--- config.mk ---
export PLATFORM = sky130hd
export DESIGN_NAME = pixel_byte_serializer
export DESIGN_NICKNAME = d
export VERILOG_FILES = /design/src/rtl/pixel_byte_serializer.sv
export SDC_FILE = /design/constraint.sdc
export NUM_CORES = 1
export LEC_CHECK = 0
export ABC_AREA = 1
export CORE_UTILIZATION = 35
export DETAILED_ROUTE_END_ITERATION = 6
export GPL_ROUTABILITY_DRIVEN = 1
export PLACE_DENSITY_LB_ADDON = 0.1
export SYNTH_ARGS = -nofsm -noshare
export SYNTH_HDL_FRONTEND = slang
export SYNTH_SLANG_ARGS = --single-unit
--- constraint.sdc ---
create_clock -name clk_i -period 2.79 [get_ports clk_i]
set_input_delay 0.279 -clock clk_i [delete_from_list [all_inputs] [get_ports clk_i]]
set_output_delay 0.279 -clock clk_i [all_outputs]
set_load 0.01 [all_outputs]
--- src/rtl/pixel_byte_serializer.sv ---
// Buffers packed {R,G,B} pixels in a small FIFO and emits them as a B,G,R byte stream
// with valid/ready flow control, per-frame last-byte marking and a frame-done pulse.
module pixel_byte_serializer #(
  parameter int unsigned FIFO_DEPTH   = 4,
  parameter int unsigned FRAME_PIXELS = 262144
) (
  input  logic                              clk_i,
  input  logic                              rst_ni,
  input  logic [23:0]                       in_pixel_i,
  input  logic                              in_valid_i,
  output logic                              in_ready_o,
  output logic [7:0]                        out_byte_o,
  output logic                              out_valid_o,
  input  logic                              out_ready_i,
  output logic                              out_last_o,
  output logic                              frame_done_o,
  output logic                              overflow_o,
  output logic [$clog2(FIFO_DEPTH+1)-1:0]   fifo_count_o
);

  localparam int unsigned AddrW = (FIFO_DEPTH > 1) ? $clog2(FIFO_DEPTH) : 1;
  localparam int unsigned CntW  = $clog2(FIFO_DEPTH + 1);
  localparam int unsigned PixW  = (FRAME_PIXELS > 1) ? $clog2(FRAME_PIXELS) : 1;

  localparam logic [CntW-1:0]  FullCount = CntW'(FIFO_DEPTH);
  localparam logic [AddrW-1:0] LastAddr  = AddrW'(FIFO_DEPTH - 1);
  localparam logic [PixW-1:0]  LastPix   = PixW'(FRAME_PIXELS - 1);

  typedef enum logic [1:0] {StIdle, StB, StG, StR} state_e;

  state_e            state_q, state_d;
  logic [23:0]       mem_q [FIFO_DEPTH];
  logic [AddrW-1:0]  wptr_q, wptr_d, rptr_q, rptr_d;
  logic [CntW-1:0]   count_q, count_d;
  logic [23:0]       hold_q, hold_d;
  logic [PixW-1:0]   pix_cnt_q, pix_cnt_d;
  logic              frame_done_q, frame_done_d;
  logic              overflow_q, overflow_d;
  logic              full, empty, push, pop;

  always_comb begin
    full  = (count_q == FullCount);
    empty = (count_q == '0);
    // A full FIFO never accepts, even when a pop happens in the same cycle.
    push  = in_valid_i && !full;

    state_d     = state_q;
    pop         = 1'b0;
    out_valid_o = 1'b0;
    out_byte_o  = 8'h00;

    unique case (state_q)
      StIdle: begin
        if (!empty) begin
          pop     = 1'b1;
          state_d = StB;
        end
      end
      StB: begin
        out_valid_o = 1'b1;
        out_byte_o  = hold_q[7:0];
        if (out_ready_i) state_d = StG;
      end
      StG: begin
        out_valid_o = 1'b1;
        out_byte_o  = hold_q[15:8];
        if (out_ready_i) state_d = StR;
      end
      StR: begin
        out_valid_o = 1'b1;
        out_byte_o  = hold_q[23:16];
        if (out_ready_i) begin
          if (!empty) begin
            pop     = 1'b1;
            state_d = StB;
          end else begin
            state_d = StIdle;
          end
        end
      end
      default: state_d = StIdle;
    endcase

    out_last_o = (state_q == StR) && (pix_cnt_q == LastPix);

    hold_d = pop ? mem_q[rptr_q] : hold_q;
    wptr_d = push ? ((wptr_q == LastAddr) ? '0 : wptr_q + 1'b1) : wptr_q;
    rptr_d = pop  ? ((rptr_q == LastAddr) ? '0 : rptr_q + 1'b1) : rptr_q;

    count_d = count_q;
    if (push && !pop) count_d = count_q + 1'b1;
    else if (!push && pop) count_d = count_q - 1'b1;

    pix_cnt_d = pix_cnt_q;
    if ((state_q == StR) && out_ready_i) begin
      pix_cnt_d = (pix_cnt_q == LastPix) ? '0 : pix_cnt_q + 1'b1;
    end

    frame_done_d = out_last_o && out_ready_i;
    overflow_d   = overflow_q || (in_valid_i && full);
  end

  always_ff @(posedge clk_i or negedge rst_ni) begin
    if (!rst_ni) begin
      state_q      <= StIdle;
      wptr_q       <= '0;
      rptr_q       <= '0;
      count_q      <= '0;
      hold_q       <= '0;
      pix_cnt_q    <= '0;
      frame_done_q <= 1'b0;
      overflow_q   <= 1'b0;
    end else begin
      state_q      <= state_d;
      wptr_q       <= wptr_d;
      rptr_q       <= rptr_d;
      count_q      <= count_d;
      hold_q       <= hold_d;
      pix_cnt_q    <= pix_cnt_d;
      frame_done_q <= frame_done_d;
      overflow_q   <= overflow_d;
    end
  end

  // Pixel storage carries no control meaning, so it is left out of reset.
  always_ff @(posedge clk_i) begin
    if (push) mem_q[wptr_q] <= in_pixel_i;
  end

  assign in_ready_o   = !full;
  assign frame_done_o = frame_done_q;
  assign overflow_o   = overflow_q;
  assign fifo_count_o = count_q;

endmodule

* Yosys cells after proc, flatten, opt, wreduce, memory -nomap -nowiden *
Memory sizes are Yosys's and may differ from the RTL's. A register that Yosys moved wholly into a read port is not among the register bits.
Cells that the tools add are included.

word-level totals
  output and inout bits = 16
  word-level logic and storage cells = 59
  memory bits (writable) = 96
  memories kept = 1
  flip-flop bits (word level) = 29
  bits of input ports = 28

cells by class
  muxes and demuxes = 18
  reduce and logical (&&, ||, !) cells = 17
  equality and inequality tests = 11
  $add $sub $neg = 5

memories
  memory  depth  width  read ports  clocked after Yosys merged registers in  write ports  line  source
  mem_q   4      24     1           1                                        1            32    logic [23:0] mem_q [FIFO_DEPTH];

operators with widths
  kind                                                  number
  one-hot mux 8 bit (3 select lines)                    1
  adder 18 x 1 -> 18 bit (second input constant)        1
  equality test 18 bit (second input constant)          1
  two-way mux 18 bit                                    1
  two-way mux 2 bit                                     6
  equality test 2 bit (second input constant)           4
  != test 2 bit (second input constant)                 4
  one-hot mux 2 bit (4 select lines)                    1
  logical AND 1 bit                                     7
  two-way mux 1 bit                                     6
  two-way mux 3 bit                                     2
  adder 2 x 1 -> 2 bit (second input constant)          2
  zero test 1 bit                                       4
  AND reduction 4 bit                                   1
  adder 3 x 1 -> 3 bit (second input constant)          1
  equality test 3 bit (second input constant)           1
  zero test 3 bit                                       1
  OR reduction 3 bit                                    1
  subtractor 3 x 1 -> 3 bit (second input constant)     1
  equality test 2 x 1 -> 1 bit (second input constant)  1
  zero test 2 bit                                       1
  one-hot mux 1 bit (2 select lines)                    1
  nonzero test 2 bit                                    1
  logical OR 1 bit                                      1

* Longest topological paths before layout *
  depth after elaboration = 7
  mapped depth = 13
  depth with buffers taken out = 12

* Worst setup path before layout *
OpenSTA, ideal clock, no wires.

  path type = reg-to-reg
  from = register state_q[0]
  to = register count_q[2], in the netlist fifo_count_o[2]
  path buffers = 1
  required time = 2.662 ns
  clock period less this slack = 2.318 ns
  arrival = 2.190 ns
  setup time = 0.128 ns
  slack = 0.472 ns
  cell stages (with the launch flop) = 14
  path through = dfrtp_1 -> ha_1 -> nand2_2 -> inv_2 -> nor2_1 -> nor3_4 -> inv_2 -> buf_2 -> ha_1 -> inv_1 -> fa_1 -> a21oi_1 -> o21ai_0 -> xnor2_1

between the ends
  longest elaborated chain between the ends = 5
  elaborated cells between the ends (all ways) = 8
  those cells by class = eq/ne: 1; mux: 2; reduce/logical: 5

RTL lines
  what                                                            line  source
  start: declaration                                              31    state_e state_q, state_d;
  start signal: assignment                                        105   state_q <= StIdle;
  start signal: assignment                                        114   state_q <= state_d;
  equality test 2 bit / zero test 2 bit (equally long branches)   52    unique case (state_q)
  one-hot mux 1 bit (2 select lines) (*)                          52
  zero test 1 bit                                                 91    if (push && !pop) count_d = count_q + 1'b1;
  logical AND 1 bit                                               91
  two-way mux 3 bit / nonzero test 2 bit (equally long branches)  --
  end signal: assignment                                          117   count_q <= count_d;
  end: declaration                                                34    logic [CntW-1:0] count_q, count_d;

Every way passes the cells marked *; elsewhere a longest branch is shown, timed or not.
A chain may end at the register's enable or synchronous reset.

* Worst setup path in the final report *
  from = register pix_cnt_q[1]
  to = output port out_last_o

between the ends
  longest elaborated chain between the ends = 2

RTL lines
  what                      line  source
  start: declaration        36    logic [PixW-1:0] pix_cnt_q, pix_cnt_d;
  start signal: assignment  119   pix_cnt_q <= pix_cnt_d;
  equality test 18 bit      84    out_last_o = (state_q == StR) && (pix_cnt_q == LastPix);
  logical AND 1 bit         84
  end: declaration          15    output logic out_last_o,

No other way between the ends.

==> run_results.csv <==
group,metric,value,unit
clock_tree,clk_path_buf_depth,2,
synthesis,yosys-mux-area-fraction,0.178,%
critical_path,path_cells,"ha_1 -> nand2_1 -> nor2_1 -> nand2_1 -> nor2_2 -> nand2_1 -> nor3b_1 -> clkdlybuf4s50_1",
timing,hold_viol_final,0,
drt,first_pass_iters,4,
synthesis,synthAdderAreaFrac,2.68,%
layout,num-fill-cells,1628,
drt,route.met3.wl,339,um
layout,syn2layout_area_growth,20.5,%
drt,drc,0,
synthesis,synthSimpleGateAreaFrac,17.3,%
layout,drive_gt1_share,9.31,%
timing,tightestPinTransition,0.682,ns
critical_path,worstPathMaxFanout,4,
timing,clock_skew,0.0133,ns
floorplan,die_x,137,um
synthesis,synth_ff_type,"edfxtp_1",
timing,rsz0062_at_grt,"no",
timing,setup_viol,0,
clock_tree,clk_pin_slew,0.06,ns
clock_tree,post_cts_buffers,0,
timing,drv_slew,0,
clock_tree,insertion_delay,0.42,ns
drt,highest_layer,"met4",
synthesis,yosys_warnings,0,
clock_tree,clock-sinks,149,
critical_path,cpPeakStageDelay,0.57,ns
layout,multi_input_area,0.00184,sq mm
synthesis,synth-xor-area-share,1.24,%
synthesis,syn_nets,641,
synthesis,synth_sequential_area_ratio,66.4,%
drt,wl_per_cell,15.5,um
clock_tree,cts_tree,"built",
layout,antenna_cells,0,
timing,setup-tns-final,0,ns
critical_path,end_kind,"output pin",
drt,wirelength,13800,um
layout,nets,694,
synthesis,syn-cell-area,0.00634,sq mm
critical_path,worstSetupStartpointType,"flip-flop",
min_path,hold_path.class,"in -> async",
floorplan,die_h,137,um
pwr,p_leak,3.14,nW
timing,slew_headroom,54.5,%
grt,grt_usage,16.4,%
job,cap_violations,0,
floorplan,io-pin-count,44,
floorplan,std_cell_rows,48,
drt,routed_via_density,4.75,
synthesis,synth_compound_area_share,7.44,%
grt,grt_max_degree,51,
floorplan,die_area,0.0187,sq mm
clock_tree,cts_buffers,17,
synthesis,async_reset_ff_share,35.6,%
clock_tree,hold_buffers,1,
placed_design,gp_congestion,0.764,
grt,overflow,0,
clock_tree,cts_resized,0,
timing,fin_crit,2.58,ns
grt,grt_pass1_vias,4181,
timing,clock.fmax,387,MHz
synthesis,synth_top_family_by_area,"simple AND/OR/NAND/NOR gates",
floorplan,fp.coreArea,0.0175,sq mm
drt,vias,4229,
synthesis,synth-edff-count,96,
placed_design,port_buffers,43,
synthesis,synth_cell_types,30,
timing,period_share,92.6,%
pwr,ir_drop,460,uV
critical_path,cp.buffers_inverters,1,
clock_tree,cts_htree_levels,4,
pwr,power_density,1080,mW/mm^2
layout,seq_area,0.00421,sq mm
critical_path,critical_path_class,"reg -> out",
grt,antenna_found_initial,0,
critical_path,critPathTopFamily,"simple AND/OR/NAND/NOR gates",
outcome,status,"finished, final reports clean",
placed_design,dp_hpwl,8680,um
critical_path,worst-endpoint-required,2.51,ns
drt,postRouteAntennaNets,0,
drt,wl_met2,6580,um
clock_tree,root_buffer,"clkbuf_16",
synthesis,synth.avg_cell_area,10.6,sq um
layout,post-route-util,43.8,%
synthesis,ys_ff_latch,149,
drt,drt-met1-wl,6780,um
drt,drtIter0Drc,197,
critical_path,cp.arrival,2.30,ns
critical_path,cp_common_cell,"nand2_1",
floorplan,initial_core_util,36.3,%
grt,grt_pass1_wl,22500,um
critical_path,crit_slowest_cell,"clkdlybuf4s50_1",
synthesis,synthCells,600,
worst paths after layout:
kind                                               endpoint                      from  cells after the start  slack [ns]
worst min-delay path              pix_cnt_q[10]$_DFFE_PN0P_                    rst_ni                      2        0.43
worst min register to register         overflow_o$_DFF_PN0_      overflow_o$_DFF_PN0_                      1        0.47
worst max-delay path                             out_last_o  pix_cnt_q[1]$_DFFE_PN0P_                      8        0.21
max in group asynchronous         pix_cnt_q[17]$_DFFE_PN0P_                    rst_ni                      3        1.69
worst max register to register  fifo_count_o[1]$_DFFE_PN0P_    state_q[0]$_DFFE_PN0P_                     10        0.48
min in group clk_i                     overflow_o$_DFF_PN0_      overflow_o$_DFF_PN0_                      1        0.47
Yosys cell counts, drive strengths merged (2+ instances only):
master | instances | area (sq um)
nor2 | 76 | 298
nand3 | 22 | 115
edfxtp | 96 | 2880
o22ai | 24 | 150
o21ai | 59 | 295
nand2 | 159 | 599
a21oi | 2 | 10.0
ha | 12 | 150
buf | 12 | 78.8
inv | 49 | 184
dfrtp | 53 | 1330
xnor2 | 4 | 35.0
nor3 | 5 | 41.3
nand4 | 5 | 31.3
clkbuf | 11 | 41.3
xor2 | 5 | 43.8
final cells by class:
type,instances,share of cell area (%)
clock buffer,17,5.56
clock inverter,15,2.09
inverter,49,2.41
multi-input combinational,379,24.1
sequential,149,55.0
tap,225,3.68
timing repair buffer,57,7.13
kinds of logic (layout without fill, tap and decap cells):
group	after synthesis	count (layout)
AOI/OAI and AO/OA	87	87
xor gates and xnor gates	9	9
adders and majority gates	13	13
buffers and inverters	72	138
DFF	149	149
muxes	1	1
and+or+nand+nor	269	269
layout by cell type (no fill, tap or decap), types with 3 or more instances in the layout:
cell / n
inv_6: 5
inv_1: 47
clkinvlp_4: 3
nor2_1: 69
o21ai_0: 59
buf_4: 12
xnor2_1: 4
nand4_1: 5
ha_1: 12
nor3_1: 3
o22ai_1: 24
inv_8: 3
clkdlybuf4s50_1: 42
nand3_1: 21
nand2_1: 158
clkbuf_16: 17
xor2_1: 5
nor2_2: 6
dfrtp_1: 53
edfxtp_1: 96
state kept, by name (all words and copies together), names as in the netlist:
name / flops
wptr_q: 2
rptr_q: 2
fifo_count_o: 3
hold_q: 24
pix_cnt_q: 18
state_q: 2
mem_q: 96
frame_done_o: 1
overflow_o: 1
layer usage:
layer,GRT usage (%),vias up
li1,-,2131
met1,21.9,2042
met2,25.9,52
met3,4.00,4
met4,5.43,0
met5,0,-
report_power, final:
part	leakage, nW	switching (mW)	internal, mW	total (mW)
Clock	0.280	0.984	1.27	2.25
Combinational	1.34	1.79	1.01	2.80
Sequential	1.52	0.252	2.95	3.21
Total	3.14	3.03	5.22	8.25
stage by stage:
stage                     setup WS [ns]  std cells  total power [mW]  cell area [sq um]  hold slack, ns
after global routing             0.0217        891              8.89               7650           0.468
after detailed placement          0.280        858              6.10               7050           0.359
after global placement            0.341        858              6.04               7050           0.349
after floorplan                   0.472        600              5.06               6340         -0.0166
after CTS                         0.190        891              8.38               7650           0.456
final                             0.206        891              8.25               7650           0.434
Power figures use the tool's default switching activity.
